File: src/rtl/dx_issue_stage_pkg.sv
// Shared constants for the FD->DX issue stage: zero register, FSM encoding, bubble field values.
package dx_issue_stage_pkg;

  localparam logic [4:0] REG_ZERO = 5'd0;

  typedef enum logic {
    ST_PAIR  = 1'b0,
    ST_SPLIT = 1'b1
  } issue_state_t;

  localparam logic        BUB_VALID = 1'b0;
  localparam logic        BUB_CTRL  = 1'b0;
  localparam logic [4:0]  BUB_REG   = 5'd0;
  localparam logic [31:0] BUB_PC    = 32'd0;

endpackage

File: src/rtl/dx_issue_stage_hazard.sv
// Combinational load-use and intra-pair hazard detection for both FD slots against DX.
module issue_hazard_check
  import dx_issue_stage_pkg::*;
#(
  parameter int REG_AW = 5
) (
  input  logic              i_dx_m2r_1,
  input  logic [REG_AW-1:0] i_dx_rd_1,
  input  logic              i_dx_m2r_2,
  input  logic [REG_AW-1:0] i_dx_rd_2,
  input  logic              i_valid_1,
  input  logic              i_valid_2,
  input  logic [REG_AW-1:0] i_rs_1,
  input  logic [REG_AW-1:0] i_rt_1,
  input  logic [REG_AW-1:0] i_rd_1,
  input  logic [REG_AW-1:0] i_rs_2,
  input  logic [REG_AW-1:0] i_rt_2,
  input  logic              i_regwrite_1,
  input  logic              i_memwrite_1,
  input  logic              i_memwrite_2,
  input  logic              i_m2r_1,
  input  logic              i_m2r_2,
  input  logic              i_ctrlflow_1,
  output logic              o_lu_pair,
  output logic              o_lu_slot2,
  output logic              o_ip
);

  localparam logic [REG_AW-1:0] ZERO_RD = REG_AW'(REG_ZERO);

  logic w_ld_1;
  logic w_ld_2;
  logic w_lu_1;
  logic w_lu_2;
  logic w_raw;
  logic w_mem_mem;

  // A load in either pipe blocks any consumer; loads to r0 never do.
  assign w_ld_1 = i_dx_m2r_1 && (i_dx_rd_1 != ZERO_RD);
  assign w_ld_2 = i_dx_m2r_2 && (i_dx_rd_2 != ZERO_RD);

  assign w_lu_1 = (w_ld_1 && ((i_dx_rd_1 == i_rs_1) || (i_dx_rd_1 == i_rt_1))) ||
                  (w_ld_2 && ((i_dx_rd_2 == i_rs_1) || (i_dx_rd_2 == i_rt_1)));
  assign w_lu_2 = (w_ld_1 && ((i_dx_rd_1 == i_rs_2) || (i_dx_rd_1 == i_rt_2))) ||
                  (w_ld_2 && ((i_dx_rd_2 == i_rs_2) || (i_dx_rd_2 == i_rt_2)));

  assign w_raw     = i_regwrite_1 && (i_rd_1 != ZERO_RD) &&
                     ((i_rd_1 == i_rs_2) || (i_rd_1 == i_rt_2));
  assign w_mem_mem = (i_m2r_1 || i_memwrite_1) && (i_m2r_2 || i_memwrite_2);

  assign o_lu_pair  = (i_valid_1 && w_lu_1) || (i_valid_2 && w_lu_2);
  assign o_lu_slot2 = w_lu_2;
  assign o_ip       = i_valid_1 && i_valid_2 && (w_raw || w_mem_mem || i_ctrlflow_1);

endmodule

File: src/rtl/dx_issue_stage.sv
// Dual-issue FD->DX stage: issues a pair together, split over two cycles, or as bubbles; 1-cycle latency.
// fd_stall holds PC/FD while a split or load-use stall is in progress; flush kills DX.
module dx_issue_stage
  import dx_issue_stage_pkg::*;
#(
  parameter int REG_AW = 5,
  parameter int PC_W   = 32
) (
  input  logic              clock,
  input  logic              reset_n,
  input  logic              flush,
  input  logic              fd_valid_1,
  input  logic              fd_valid_2,
  input  logic [PC_W-1:0]   fd_pc_1,
  input  logic [PC_W-1:0]   fd_pc_2,
  input  logic [REG_AW-1:0] fd_rs_1,
  input  logic [REG_AW-1:0] fd_rt_1,
  input  logic [REG_AW-1:0] fd_rd_1,
  input  logic [REG_AW-1:0] fd_rs_2,
  input  logic [REG_AW-1:0] fd_rt_2,
  input  logic [REG_AW-1:0] fd_rd_2,
  input  logic              fd_regWrite_1,
  input  logic              fd_memWrite_1,
  input  logic              fd_MemToReg_1,
  input  logic              fd_ctrlFlow_1,
  input  logic              fd_regWrite_2,
  input  logic              fd_memWrite_2,
  input  logic              fd_MemToReg_2,
  input  logic              fd_ctrlFlow_2,
  output logic              DX_valid_1,
  output logic [PC_W-1:0]   DX_pc_1,
  output logic [REG_AW-1:0] DX_rs_1,
  output logic [REG_AW-1:0] DX_rt_1,
  output logic [REG_AW-1:0] DX_rd_1,
  output logic              DX_regWrite_1,
  output logic              DX_memWrite_1,
  output logic              DX_MemToReg_1,
  output logic              DX_ctrlFlow_1,
  output logic              DX_valid_2,
  output logic [PC_W-1:0]   DX_pc_2,
  output logic [REG_AW-1:0] DX_rs_2,
  output logic [REG_AW-1:0] DX_rt_2,
  output logic [REG_AW-1:0] DX_rd_2,
  output logic              DX_regWrite_2,
  output logic              DX_memWrite_2,
  output logic              DX_MemToReg_2,
  output logic              DX_ctrlFlow_2,
  output logic              fd_stall,
  output logic              split_state
);

  typedef struct packed {
    logic              valid;
    logic [PC_W-1:0]   pc;
    logic [REG_AW-1:0] rs;
    logic [REG_AW-1:0] rt;
    logic [REG_AW-1:0] rd;
    logic              regWrite;
    logic              memWrite;
    logic              MemToReg;
    logic              ctrlFlow;
  } dx_slot_t;

  issue_state_t r_state;
  issue_state_t w_state_nxt;
  dx_slot_t     r_dx_1;
  dx_slot_t     r_dx_2;
  dx_slot_t     w_nxt_1;
  dx_slot_t     w_nxt_2;
  dx_slot_t     w_slot_1;
  dx_slot_t     w_slot_2;
  dx_slot_t     w_bubble;
  dx_slot_t     w_cand_1;
  dx_slot_t     w_cand_2;
  logic         w_stall;
  logic         w_lu_pair;
  logic         w_lu_slot2;
  logic         w_ip;

  always_comb begin
    w_bubble.valid    = BUB_VALID;
    w_bubble.pc       = PC_W'(BUB_PC);
    w_bubble.rs       = REG_AW'(BUB_REG);
    w_bubble.rt       = REG_AW'(BUB_REG);
    w_bubble.rd       = REG_AW'(BUB_REG);
    w_bubble.regWrite = BUB_CTRL;
    w_bubble.memWrite = BUB_CTRL;
    w_bubble.MemToReg = BUB_CTRL;
    w_bubble.ctrlFlow = BUB_CTRL;
  end

  assign w_slot_1 = '{valid: fd_valid_1, pc: fd_pc_1, rs: fd_rs_1, rt: fd_rt_1, rd: fd_rd_1,
                      regWrite: fd_regWrite_1, memWrite: fd_memWrite_1,
                      MemToReg: fd_MemToReg_1, ctrlFlow: fd_ctrlFlow_1};
  assign w_slot_2 = '{valid: fd_valid_2, pc: fd_pc_2, rs: fd_rs_2, rt: fd_rt_2, rd: fd_rd_2,
                      regWrite: fd_regWrite_2, memWrite: fd_memWrite_2,
                      MemToReg: fd_MemToReg_2, ctrlFlow: fd_ctrlFlow_2};

  // Invalid slots enter DX as clean bubbles so stale fields never reach bypass.
  assign w_cand_1 = fd_valid_1 ? w_slot_1 : w_bubble;
  assign w_cand_2 = fd_valid_2 ? w_slot_2 : w_bubble;

  issue_hazard_check #(
    .REG_AW (REG_AW)
  ) u_hazard (
    .i_dx_m2r_1   (r_dx_1.MemToReg),
    .i_dx_rd_1    (r_dx_1.rd),
    .i_dx_m2r_2   (r_dx_2.MemToReg),
    .i_dx_rd_2    (r_dx_2.rd),
    .i_valid_1    (fd_valid_1),
    .i_valid_2    (fd_valid_2),
    .i_rs_1       (fd_rs_1),
    .i_rt_1       (fd_rt_1),
    .i_rd_1       (fd_rd_1),
    .i_rs_2       (fd_rs_2),
    .i_rt_2       (fd_rt_2),
    .i_regwrite_1 (fd_regWrite_1),
    .i_memwrite_1 (fd_memWrite_1),
    .i_memwrite_2 (fd_memWrite_2),
    .i_m2r_1      (fd_MemToReg_1),
    .i_m2r_2      (fd_MemToReg_2),
    .i_ctrlflow_1 (fd_ctrlFlow_1),
    .o_lu_pair    (w_lu_pair),
    .o_lu_slot2   (w_lu_slot2),
    .o_ip         (w_ip)
  );

  always_comb begin
    w_state_nxt = r_state;
    w_nxt_1     = w_bubble;
    w_nxt_2     = w_bubble;
    w_stall     = 1'b0;
    if (flush) begin
      w_state_nxt = ST_PAIR;
    end else if (r_state == ST_PAIR) begin
      if (w_lu_pair) begin
        w_stall = 1'b1;
      end else if (w_ip) begin
        w_nxt_1     = w_cand_1;
        w_stall     = 1'b1;
        w_state_nxt = ST_SPLIT;
      end else begin
        w_nxt_1 = w_cand_1;
        w_nxt_2 = w_cand_2;
      end
    end else begin
      // Slot 1 already sits in DX_1; a load there feeding slot 2 shows up as LU here.
      if (w_lu_slot2) begin
        w_stall = 1'b1;
      end else begin
        w_nxt_2     = w_cand_2;
        w_state_nxt = ST_PAIR;
      end
    end
  end

  // Reset value '0 is the bubble encoding.
  always_ff @(posedge clock or negedge reset_n) begin
    if (!reset_n) begin
      r_state <= ST_PAIR;
      r_dx_1  <= '0;
      r_dx_2  <= '0;
    end else begin
      r_state <= w_state_nxt;
      r_dx_1  <= w_nxt_1;
      r_dx_2  <= w_nxt_2;
    end
  end

  assign fd_stall    = w_stall;
  assign split_state = (r_state == ST_SPLIT);

  assign DX_valid_1    = r_dx_1.valid;
  assign DX_pc_1       = r_dx_1.pc;
  assign DX_rs_1       = r_dx_1.rs;
  assign DX_rt_1       = r_dx_1.rt;
  assign DX_rd_1       = r_dx_1.rd;
  assign DX_regWrite_1 = r_dx_1.regWrite;
  assign DX_memWrite_1 = r_dx_1.memWrite;
  assign DX_MemToReg_1 = r_dx_1.MemToReg;
  assign DX_ctrlFlow_1 = r_dx_1.ctrlFlow;
  assign DX_valid_2    = r_dx_2.valid;
  assign DX_pc_2       = r_dx_2.pc;
  assign DX_rs_2       = r_dx_2.rs;
  assign DX_rt_2       = r_dx_2.rt;
  assign DX_rd_2       = r_dx_2.rd;
  assign DX_regWrite_2 = r_dx_2.regWrite;
  assign DX_memWrite_2 = r_dx_2.memWrite;
  assign DX_MemToReg_2 = r_dx_2.MemToReg;
  assign DX_ctrlFlow_2 = r_dx_2.ctrlFlow;

endmodule

File: config.mk
export PLATFORM = sky130hd
export DESIGN_NAME = dx_issue_stage
export DESIGN_NICKNAME = d
export VERILOG_FILES = /design/src/rtl/dx_issue_stage_pkg.sv /design/src/rtl/dx_issue_stage_hazard.sv /design/src/rtl/dx_issue_stage.sv
export SDC_FILE = /design/constraint.sdc
export NUM_CORES = 1
export LEC_CHECK = 0
export BUFFER_PORTS_ARGS = -buffer_cell sky130_fd_sc_hd__buf_4
export CORE_AREA = 2 2 105 107
export CTS_CLUSTER_DIAMETER = 50
export DETAILED_ROUTE_END_ITERATION = 8
export DIE_AREA = 0 0 107 109
export MAX_ROUTING_LAYER = met4
export PLACE_DENSITY_LB_ADDON = 0.1
export SLEW_MARGIN = 20
export SYNTH_ARGS = -nofsm -noshare
export SYNTH_HDL_FRONTEND = slang
export SYNTH_SLANG_ARGS = --single-unit
File: constraint.sdc
create_clock -name clock -period 2.8 [get_ports clock]
set_input_delay 0.14 -clock clock [delete_from_list [all_inputs] [get_ports clock]]
set_output_delay 0.14 -clock clock [all_outputs]
set_load 0.1 [all_outputs]
==> flow_summary.json <==
{
  "status": "finished, final reports clean",
  "synth_fp_nets": 557,
  "slew_violations": 0,
  "viasPerCell": 4.95,
  "instances_no_fill": 821,
  "cts_tree": "yes",
  "yosysUniqueCellTypes": 27,
  "worstPathCellList": "or4_1 > o21a_1 > and2_4 > a32oi_4 > a21oi_4 > o21ba_2 > buf_4",
  "syn_avg_cell_area_um2": 10.3,
  "arrival_ns": 2.56,
  "post-route-period-util_pct": 96.5,
  "grt_pass1_wl_um": 20600,
  "antenna_found_initial": 0,
  "final_nets": 783,
  "cts_buffers": 9,
  "rsz0062_at_grt": "no",
  "routedWlPerCell_um": 16.5,
  "start_util_pct": 43.9,
  "dieArea_um2": 11700,
  "h-tree-depth": 3,
  "die_x_um": 107,
  "antenna_cells": 0,
  "placed_cell_area_um2": 6260,
  "fmax_mhz": 370,
  "ys_seq_area_share_pct": 56.4,
  "hpwl_um": 9260,
  "syn2layout_area_growth_pct": 46.5,
  "critPathCaptureType": "output port",
  "synth.area.top_cells": "dfrtp_1 (56%), nand4b_1 (9.6%), xnor2_1 (9.4%), nor2_1 (8.5%), nand2_1 (4.9%)",
  "grt_max_degree": 56,
  "synthCells": 450,
  "setup_ws_ns": 0.0975,
  "crit_type": "reg -> out",
  "placementRows": 38,
  "synth_top_area_share_pct": 56.4,
  "wl_um": 13500,
  "io_pins": 213,
  "drv_cap": 0,
  "synth-main-ff-cell": "dfrtp_1",
  "synth-edff-count": 0,
  "yosys.area.top_type": "dfrtp_1",
  "cp-start-kind": "register",
  "place_congestion": 0.783,
  "powerDensity_nw_per_um2": 529,
  "first_iter_violations": 198,
  "setup_tns_ns": 0,
  "design_area_um2": 6820,
  "nFillCells": 886,
  "finClkSkew_ns": 0.0113,
  "clockRootBuffer": "clkbuf_8",
  "grt_usage_pct": 23.8,
  "p_leak_nw": 3.43,
  "clock_latency_ns": 0.37,
  "finalSetupViolations": 0,
  "relSlewSlack_pct": 54.1,
  "drive_above_1_share_pct": 38.0,
  "overflow": 0,
  "slowest_delay_ns": 0.53,
  "dr.pass1.iters": 6,
  "place.port_buffers": 212,
  "critPathMaxFanout": 6,
  "worst_ir_drop_vdd_mv": 0.329,
  "dp_cells": 768,
  "cts_max_path_buffers": 2,
  "yosys_warnings": 0,
  "grt_pass1_vias": 4061,
  "cts_resized": 0,
  "dr_total_vias": 4063,
  "path_clk_slew_ns": 0.10,
  "ant_nets": 0,
  "hold_path.class": "in -> reg",
  "worstPathRequired_ns": 2.66,
  "fin_util_pct": 64.3,
  "die_h_um": 109,
  "slowest_stage": "or4_1",
  "design.core.area_um2": 10600,
  "hold_violations": 0,
  "async_flop_share_pct": 100,
  "cts_sinks": 105,
  "post-place-ws_ns": 0.292,
  "route.detailed.drc": 0,
  "synth-seq-cells": 105,
  "syn_area_um2": 4660,
  "finalCriticalPeriod_ns": 2.70,
  "max_slew.worst_pin.slew_ns": 0.689
}
[area by class of cell]
cell class / instances / area [um^2] / area share (%)
Sequential cell: 105 / 2640 / 38.7
Timing Repair Buffer: 256 / 2000 / 29.3
Multi-Input combinational cell: 301 / 1800 / 26.3
Tap cell: 140 / 175 / 2.57
Clock buffer: 9 / 124 / 1.82
Clock inverter: 7 / 76.3 / 1.12
Inverter: 3 / 11.3 / 0.165
[cells in the mapped netlist, drive strengths merged (2+ instances only)]
| master | instances |
|---|---|
| dfrtp | 105 |
| nor2 | 105 |
| inv | 3 |
| a32oi | 2 |
| xnor2 | 50 |
| clkbuf | 26 |
| o21a | 2 |
| nand3 | 10 |
| or4 | 2 |
| buf | 16 |
| nand2 | 61 |
| a21oi | 2 |
| o22ai | 6 |
| nand4b | 51 |
[kinds of logic after synthesis]
kind of cell / after synthesis / share of synthesized area, %
buffers and inverters: 45 / 5.37
DFF: 105 / 56.4
and+or+nand+nor: 233 / 25.1
xor gates and xnor gates: 50 / 9.40
AOI/OAI and AO/OA: 17 / 3.68
[placed cells by master (no fill, tap or decap), types with 2 or more instances in the layout]
| cell | n |
|---|---|
| buf_4 | 225 |
| nor2_1 | 105 |
| dfrtp_1 | 95 |
| nand2_1 | 61 |
| nand4b_1 | 51 |
| xnor2_1 | 50 |
| dlygate4sd3_1 | 31 |
| dfrtp_2 | 10 |
| nand3_1 | 10 |
| clkbuf_8 | 9 |
| o22ai_1 | 6 |
| inv_1 | 3 |
| or4_1 | 2 |
| o21a_1 | 2 |
| clkinvlp_4 | 2 |
| inv_6 | 2 |
[where the power goes]
group	switching (mW)	internal, mW
Combinational	0.733	0.314
Sequential	0.0333	1.58
Clock	0.531	0.420
[worst paths after layout]
| kind | cells past startpoint | startpoint | slack [ns] | end |
|---|---|---|---|---|
| max | 7 | DX_rd_2[0]$_DFF_PN0_ | 0.1 | fd_stall |
| min | 3 | fd_pc_1[11] | 0.01 | DX_pc_1[11]$_DFF_PN0_ |
| max reg2reg | 8 | DX_rd_2[0]$_DFF_PN0_ | 0.35 | DX_rs_1[4]$_DFF_PN0_ |
| min reg2reg | 2 | split_state$_DFF_PN0_ | 0.72 | split_state$_DFF_PN0_ |
| max in group asynchronous | 3 | reset_n | 1.60 | DX_pc_1[3]$_DFF_PN0_ |
| min in group asynchronous | 2 | reset_n | 0.36 | DX_pc_1[0]$_DFF_PN0_ |
[routing by layer]
| layer | vias to the layer above | track usage, % | wire length, um |
|---|---|---|---|
| li1 | 1919 | - | - |
| met1 | 1967 | 29.1 | 5620 |
| met2 | 160 | 39.2 | 6640 |
| met3 | 17 | 5.68 | 1070 |
| met4 | 0 | 7.79 | 216 |
| met5 | - | - | 0 |
[critical path: cells and delay by family (launching register included)]
kind,cells,cell delay [ns]
AO/OA/AOI/OAI,4,0.79
buffers and inverters,1,0.23
flip-flops,1,0.46
AND/OR/NAND/NOR,2,0.71
[state kept, by name (all words and copies together), names as in the netlist, 5 cells and up]
register and count:
DX_pc_1 32, DX_rd_2 5, DX_pc_2 32, DX_rs_2 5, DX_rd_1 5, DX_rs_1 5
DX_rt_1 5, DX_rt_2 5
[per-stage QoR]
stage / total power [mW] / hold WS [ns]
after floorplan: 2.33 / -0.156
after global placement: 2.64 / 0.220
after detailed placement: 2.65 / 0.229
after CTS: 3.63 / 0.00215
after global routing: 3.77 / 0.00126
final: 3.61 / 0.0133
[timing repair]
item | CTS | global route
setup endpoints to repair | 1 | 1
buffers inserted | 1 | 4
pin swaps | 2 | 1
hold buffers | 30 | 1
hold endpoints to repair | 80 | 1
cloned | 1 | 0
Power figures use the tool's default switching activity.
